$ cat src/rtl/score_keeper_pkg.sv
// Shared game package: screen geometry, score width, FSM state type and a
// saturating score increment helper.
package score_keeper_pkg;

  localparam int X_POS_W = 11;
  localparam int SCORE_W = 4;

  localparam logic [X_POS_W-1:0] SCREEN_BORDER = X_POS_W'(8);
  localparam logic [X_POS_W-1:0] SCREEN_H_RES  = X_POS_W'(640);

  typedef enum logic [1:0] {
    IDLE  = 2'd0,
    PLAY  = 2'd1,
    PAUSE = 2'd2,
    OVER  = 2'd3
  } game_state_t;

  function automatic logic [SCORE_W-1:0] sat_inc(input logic [SCORE_W-1:0] s);
    return (s == {SCORE_W{1'b1}}) ? s : s + 1'b1;
  endfunction

endpackage

$ cat src/rtl/score_keeper.sv
// Pong score keeper: detects ball exits once per frame, counts points, holds
// the ball during the post-point pause and declares a winner.
module score_keeper
  import score_keeper_pkg::*;
#(
  parameter int WIN_SCORE    = 9,
  parameter int PAUSE_FRAMES = 60
) (
  input  logic               clk_i,
  input  logic               rst_i,
  input  logic               new_frame_i,
  input  logic [X_POS_W-1:0] ball_x_i,
  input  logic               start_i,
  output logic [SCORE_W-1:0] player_score_o,
  output logic [SCORE_W-1:0] enemy_score_o,
  output game_state_t        state_o,
  output logic               hold_o,
  output logic               winner_o
);

  localparam int                 CNT_W    = $clog2(PAUSE_FRAMES + 1);
  localparam logic [CNT_W-1:0]   CNT_LOAD = CNT_W'(PAUSE_FRAMES - 1);
  localparam logic [SCORE_W-1:0] WIN_VAL  = SCORE_W'(WIN_SCORE);

  game_state_t        state_q, state_d;
  logic [SCORE_W-1:0] player_q, player_d;
  logic [SCORE_W-1:0] enemy_q, enemy_d;
  logic [CNT_W-1:0]   cnt_q, cnt_d;
  logic               out_prev_q, out_prev_d;
  logic               winner_q, winner_d;
  logic               hold_q, hold_d;

  logic               out_left, out_right, out_now, point;
  logic [SCORE_W-1:0] player_inc, enemy_inc;

  assign out_left   = ball_x_i < SCREEN_BORDER;
  assign out_right  = ball_x_i > SCREEN_H_RES;
  assign out_now    = out_left | out_right;
  // Rising edge of "out" so a ball lingering off-screen scores only once.
  assign point      = out_now & ~out_prev_q;
  assign player_inc = sat_inc(player_q);
  assign enemy_inc  = sat_inc(enemy_q);

  always_comb begin
    state_d    = state_q;
    player_d   = player_q;
    enemy_d    = enemy_q;
    cnt_d      = cnt_q;
    out_prev_d = out_prev_q;
    winner_d   = winner_q;

    if (new_frame_i) begin
      out_prev_d = out_now;
      case (state_q)
        IDLE, OVER: begin
          if (start_i) begin
            player_d = '0;
            enemy_d  = '0;
            state_d  = PLAY;
          end
        end
        PLAY: begin
          if (point) begin
            cnt_d   = CNT_LOAD;
            state_d = PAUSE;
            if (out_right) begin
              enemy_d = enemy_inc;
              if (enemy_inc == WIN_VAL) begin
                state_d  = OVER;
                winner_d = 1'b0;
              end
            end else begin
              player_d = player_inc;
              if (player_inc == WIN_VAL) begin
                state_d  = OVER;
                winner_d = 1'b1;
              end
            end
          end
        end
        PAUSE: begin
          if (cnt_q == '0) state_d = PLAY;
          else             cnt_d   = cnt_q - 1'b1;
        end
        default: state_d = IDLE;
      endcase
    end

    hold_d = (state_d != PLAY);
  end

  always_ff @(posedge clk_i or posedge rst_i) begin
    if (rst_i) begin
      state_q    <= IDLE;
      player_q   <= '0;
      enemy_q    <= '0;
      cnt_q      <= '0;
      out_prev_q <= 1'b0;
      winner_q   <= 1'b0;
      hold_q     <= 1'b1;
    end else begin
      state_q    <= state_d;
      player_q   <= player_d;
      enemy_q    <= enemy_d;
      cnt_q      <= cnt_d;
      out_prev_q <= out_prev_d;
      winner_q   <= winner_d;
      hold_q     <= hold_d;
    end
  end

  assign player_score_o = player_q;
  assign enemy_score_o  = enemy_q;
  assign state_o        = state_q;
  assign hold_o         = hold_q;
  assign winner_o       = winner_q;

endmodule

$ cat config.mk
export PLATFORM = sky130hd
export DESIGN_NAME = score_keeper
export DESIGN_NICKNAME = d
export VERILOG_FILES = /design/src/rtl/score_keeper_pkg.sv /design/src/rtl/score_keeper.sv
export SDC_FILE = /design/constraint.sdc
export NUM_CORES = 1
export LEC_CHECK = 0
export BUFFER_PORTS_ARGS = -buffer_cell sky130_fd_sc_hd__buf_2
export CORE_UTILIZATION = 54
export DETAILED_ROUTE_END_ITERATION = 10
export MAX_ROUTING_LAYER = met4
export PLACE_DENSITY_LB_ADDON = 0.15
export SLEW_MARGIN = 20
export SYNTH_ARGS = -nofsm -noshare
export SYNTH_HDL_FRONTEND = slang
export SYNTH_SLANG_ARGS = --single-unit
$ cat constraint.sdc
create_clock -name clk_i -period 2.12 [get_ports clk_i]
set_input_delay 0.212 -clock clk_i [delete_from_list [all_inputs] [get_ports clk_i]]
set_output_delay 0.212 -clock clk_i [all_outputs]
set_load 0.005 [all_outputs]
# Yosys cells after proc, flatten, opt, wreduce, memory -nomap -nowiden
# Index checks and enable logic that the tools add are counted.
[totals]
word_cells = 62
in_bits = 15
output_inout_bits = 12
regBits = 19
[classes]
n_addsub = 3
eq_ne = 14
n_reduce_logical = 10
order_cmp = 2
n_mux = 23
n_bitwise = 3
[ops]
columns = ["operator", "count"]
rows = [
  ["$mux 4", 7],
  ["$eq 4x4->1 const B", 4],
  ["$pmux 4 s2", 2],
  ["$reduce_and 5->1", 3],
  ["$mux 6", 2],
  ["$pmux 6 s2", 1],
  ["$gt 11x10->1 const B", 1],
  ["$lt 11x4->1 const B", 1],
  ["$mux 2", 5],
  ["$ne 2x2->1 const B", 5],
  ["$add 4x1->4 const B", 2],
  ["$logic_not 6->1", 1],
  ["$pmux 2 s3", 1],
  ["$reduce_bool 2->1", 3],
  ["$sub 6x1->6 const B", 1],
  ["$mux 1", 5],
  ["$eq 2x2->1 const B", 2],
  ["$ne 2x1->1 const B", 2],
  ["$reduce_and 4->1", 1],
  ["$eq 2x1->1 const B", 1],
  ["$logic_not 2->1", 1],
  ["$reduce_or 2->1", 1],
  ["$and 1x1->1", 1],
  ["$not 1->1", 1],
  ["$or 1x1->1", 1],
]

# Logic depth before layout (Yosys ltp)
[depth]
ltp_word = 9
mapped_depth = 9
mapped_depth_nobuf = 8

# Worst setup path before layout
# Ideal clock, no wire load.
[synth_timing]
path_kind = "reg-to-reg"
startpoint = "register state_q[1] (netlist: state_o[1])"
endpoint = "register player_q[1] (netlist: player_score_o[1])"
period_less_slack_ps = 1933
setup_slack_ps = 187
required_time_ps = 1999
path_stages_with_launch = 10
arrival_ps = 1812
path_buffers = 1
setup_time_ps = 121
cell_sequence = "dfrtp_1 -> inv_1 -> ha_1 -> clkbuf_8 -> nand2b_1 -> or3b_4 -> nand2b_4 -> a21oi_2 -> nand2_1 -> a32o_2"
[synth_between]
elab_chain_cells = 4
elab_cells_between_ends = 10
cone_classes = "eq/ne: 5; mux: 1; reduce/logical: 4"
[synth_lines]
columns = ["element", "line_no", "source"]
rows = [
  ["start, declared", "score_keeper.sv:25", "game_state_t state_q, state_d;"],
  ["start signal, assigned", "score_keeper.sv:102", "state_q <= state_d;"],
  ["$eq 2x2->1 / $logic_not 2->1 (equally long branches)", "score_keeper.sv:54", "case (state_q)"],
  ["$reduce_or 2->1", "score_keeper.sv:54", ""],
  ["$ne 2x2->1 (no source line) / $reduce_bool 2->1 (equally long branches)", "n/a", ""],
  ["$reduce_and 5->1 (no source line)", "n/a", ""],
  ["end signal, assigned", "score_keeper.sv:103", "player_q <= player_d;"],
  ["end, declared", "score_keeper.sv:26", "logic [SCORE_W-1:0] player_q, player_d;"],
]
# Parallel ways exist; a longest one is shown, timed or not.
# A chain may end at the register's enable or synchronous reset.

# Worst setup path in the final report
[layout_timing]
startpoint = "register enemy_q[1] (netlist: enemy_score_o[1])"
endpoint = "register state_q[0] (netlist: state_o[0])"
[layout_between]
elab_chain_cells = 8
elab_cells_between_ends = 9
cone_classes = "add/sub: 1; eq/ne: 2; mux: 6"
[layout_lines]
columns = ["element", "line_no", "source"]
rows = [
  ["start, declared", "score_keeper.sv:27", "logic [SCORE_W-1:0] enemy_q, enemy_d;"],
  ["start signal, assigned", "score_keeper.sv:104", "enemy_q <= enemy_d;"],
  ["$add 4x1->4 / $eq 4x4->1 (equally long branches)", "score_keeper_pkg.sv:19", "return (s == {SCORE_W{1'b1}}) ? s : s + 1'b1;"],
  ["$mux 4 (*)", "score_keeper_pkg.sv:19", ""],
  ["$eq 4x4->1 (*)", "score_keeper.sv:68", "if (enemy_inc == WIN_VAL) begin"],
  ["$mux 1 (*)", "score_keeper.sv:68", ""],
  ["$mux 2 (*)", "score_keeper.sv:66", "if (out_right) begin"],
  ["$mux 2 (*)", "score_keeper.sv:63", "if (point) begin"],
  ["$pmux 2 s3 (*)", "score_keeper.sv:54", ""],
  ["$mux 2 (*)", "score_keeper.sv:52", "if (new_frame_i) begin"],
  ["via state_d[0]", "score_keeper.sv:25", ""],
]
# Mark *: on every way through the listed nets, which the timed path passes. The rest lies on a longest branch.

==> key figures <==
Run status
  • Outcome: finished clean

Place
  • GP Congestion: 0.9101
  • Dpl hpwl: around 2200 um
  • Placed Cells: 205
  • Port-buffer cells: 26
  • Pre-CTS setup slack: 0.03679 ns

Worst setup path
  • Worst Path Required: 2.36 ns
  • Crit path kind: flop to flop
  • Critical path arrival: approximately 2.2 ns
  • Worst setup EP type: flop
  • Critical path startpoint category: flop
  • Worst-path maximum fanout: 6

Clocking
  • Clock root cell: clkbuf_4
  • Clock slew at reported path FFs: 0.11 ns
  • H-tree depth: 1
  • Post-cts gate resize count: 0
  • Total clock sinks: 19
  • CTS Buf Count: 3
  • Post-CTS Setup Repair Bufs: 0
  • Number of hold buffers added after cts: 0
  • Worst skew pair latency: 0.30 ns
  • CTS max path bufs: 2
  • CTS tree: yes

Global route
  • Largest net degree at the start of global routing: 20
  • Initial antenna violation count: 0
  • Global-route wire length before repair: 4988 um
  • GR Util All Layers: 0.2647
  • Gr ovfl total: 0
  • Number of global-route vias before repair: about 1,200

STA
  • Fin crit share: 0.9218
  • Pins over their slew limit: 0
  • Setup-failing EPs final: 0
  • Clock period minus final worst setup slack: around 2.0 ns
  • RSZ-0062 raised after global routing: no
  • Final TNS setup: 0 ns
  • Rel. slew slack: 0.5330
  • Clock skew: 0.004889 ns
  • PnR worst setup slack: 0.1657 ns
  • Hold Vio Cnt, Final: 0
  • Slew @ Worst Pin: 0.6997 ns
  • Max Clock Freq: 511.7 MHz

Final layout
  • Antenna Cells: 0
  • Layout area overhead: 18.44%
  • Layout cell share with drive strength beyond 1: 0.2873
  • # nets final: 203
  • Final cell count without fillers: 209

Floorplanning
  • Ports: 27
  • Core Box Area: 2233 um^2
  • Die Ht: just over 50 um
  • Initial core utilization: 0.5832
  • Die Wd: 51.11 um
  • FP Rows: 17
  • Die area: 2612 um^2

Yosys
  • Seq/Total Area, Yosys: 0.3660
  • Top_reg_cell synth: dfrtp_1
  • Gate Count Post-Synth: 146
  • Ys Warns: 0
  • Count of cell types in the netlist: 43
  • Syn avg cell area: ~8.9 um^2
  • Top cell type's share of synthesized area: 0.3458
  • Syn Nets: around 170
  • Synth Register Bits: 19
  • Most instantiated library cell after synthesis: dfrtp_1
  • Cell Area, Synth: 1302 um^2
  • Yosys top cell by area: dfrtp_1
  • Ys async rst share: 1.000
  • Post-synth EDFFs: 0
  • Top cells by count, synth: dfrtp_1, a21oi_1, nand2_1, inv_1, nor2_1
  • Most area-consuming cells after synthesis: dfrtp_1, ha_1, a21oi_1

Route
  • Routed Antenna Nets: 0
  • DRT iter0 DRCs: 26
  • Routed WL: 2851 um
  • Via/cell ratio: just over 6
  • Drt pass-1 iters: 4
  • Total number of vias: 1,276
  • DR DRC count: 0
  • Per-cell routed wire length: 13.64 um

Power and ir drop
  • Power Density: 834.7 nW/um^2
  • Worst IR Drop VDD: 528.0 uV
  • LEAKAGE: 0.0006901 uW

Job
  • Max cap viols: 0

Min path
  • Hold Crit Class: primary input to async pin
cells in the final DEF (no fill, tap or decap), types with 3 or more instances in the layout:
cell      count
a21oi_1      14
a31oi_1       8
a41oi_1       4
and3_1        3
buf_2        26
buf_4         8
clkbuf_4      3
dfrtp_1      18
ha_1          6
inv_1         9
nand2_1      11
nand2b_1      8
nand3_1       5
nor2_1        9
nor3_1        7
o21ai_0       3
o21ai_1       5
through the flow:
stage	util	hold slack (ns)	power, uW	area [um^2]
2_1_floorplan	-	0.1624	920.0	1303
3_3_place_gp	0.6745	0.3521	1081	1506
3_5_place_dp	0.6745	0.3637	1100	1506
4_1_cts	0.6863	0.03152	1286	1533
5_1_grt	0.6908	0.07581	1383	1543
6_report	0.6908	0.003029	1288	1543
critical path: stages, from the launching register on:
cell and delay [ns]:
dfrtp_1 0.45, ha_1 0.24, nand2b_1 0.16, nor4_1 0.30, o21ai_0 0.15, and3_1 0.19, nor3_1 0.26, or2_1 0.14
worst paths after layout:
path	depth (start not counted)	slack [ns]	start	to
worst max-delay path	7	0.17	enemy_score_o[1]	state_o[0]
max in group asynchronous	2	1.67	rst_i	player_score_o[1]
worst min-delay path	2	0.003	rst_i	state_o[1]
min in group clk_i	2	0.18	ball_x_i[10]	winner_o
worst max register to register	7	0.17	enemy_score_o[1]	state_o[0]
worst min register to register	2	0.50	winner_o	winner_o
power by group:
part	internal (uW)	switching, uW	total, uW	leakage, uW
clock	73.3	112	185	0.0000150
combinational	265	317	581	0.000445
sequential	446	75.5	522	0.000230
registers in the layout, summed over array words and instances (netlist names):
name and count:
winner_o 1, out_prev_q 1, state_o 2, cnt_q 6
player_score_o 4, enemy_score_o 4, hold_o 1
metal layers:
| metal | vias up | GRT usage | share of wire |
|---|---|---|---|
| li1 | 621 | - | - |
| met2 | 51 | 0.4298 | 0.47 |
| met4 | 0 | 0.1250 | 0.015 |
| met1 | 598 | 0.3251 | 0.46 |
| met5 | - | - | 0 |
| met3 | 6 | 0.03571 | 0.049 |
final cells by class:
class	count	area [um^2]
fill	190	690.7
sequential	19	476.7
timing repair buffer	34	190.2
inverter	9	33.78
tap	28	35.03
multi-input combinational	115	780.7
clock buffer	4	26.28
cells by family after synthesis:
kind of cell | synth area share
DFF | 0.3660
AOI/OAI and AO/OA | 0.2574
buffers and inverters | 0.04226
and+or+nand+nor | 0.2584
adders and majority gates | 0.05764
muxes | 0.01825
(Power assumes the default switching activity.)
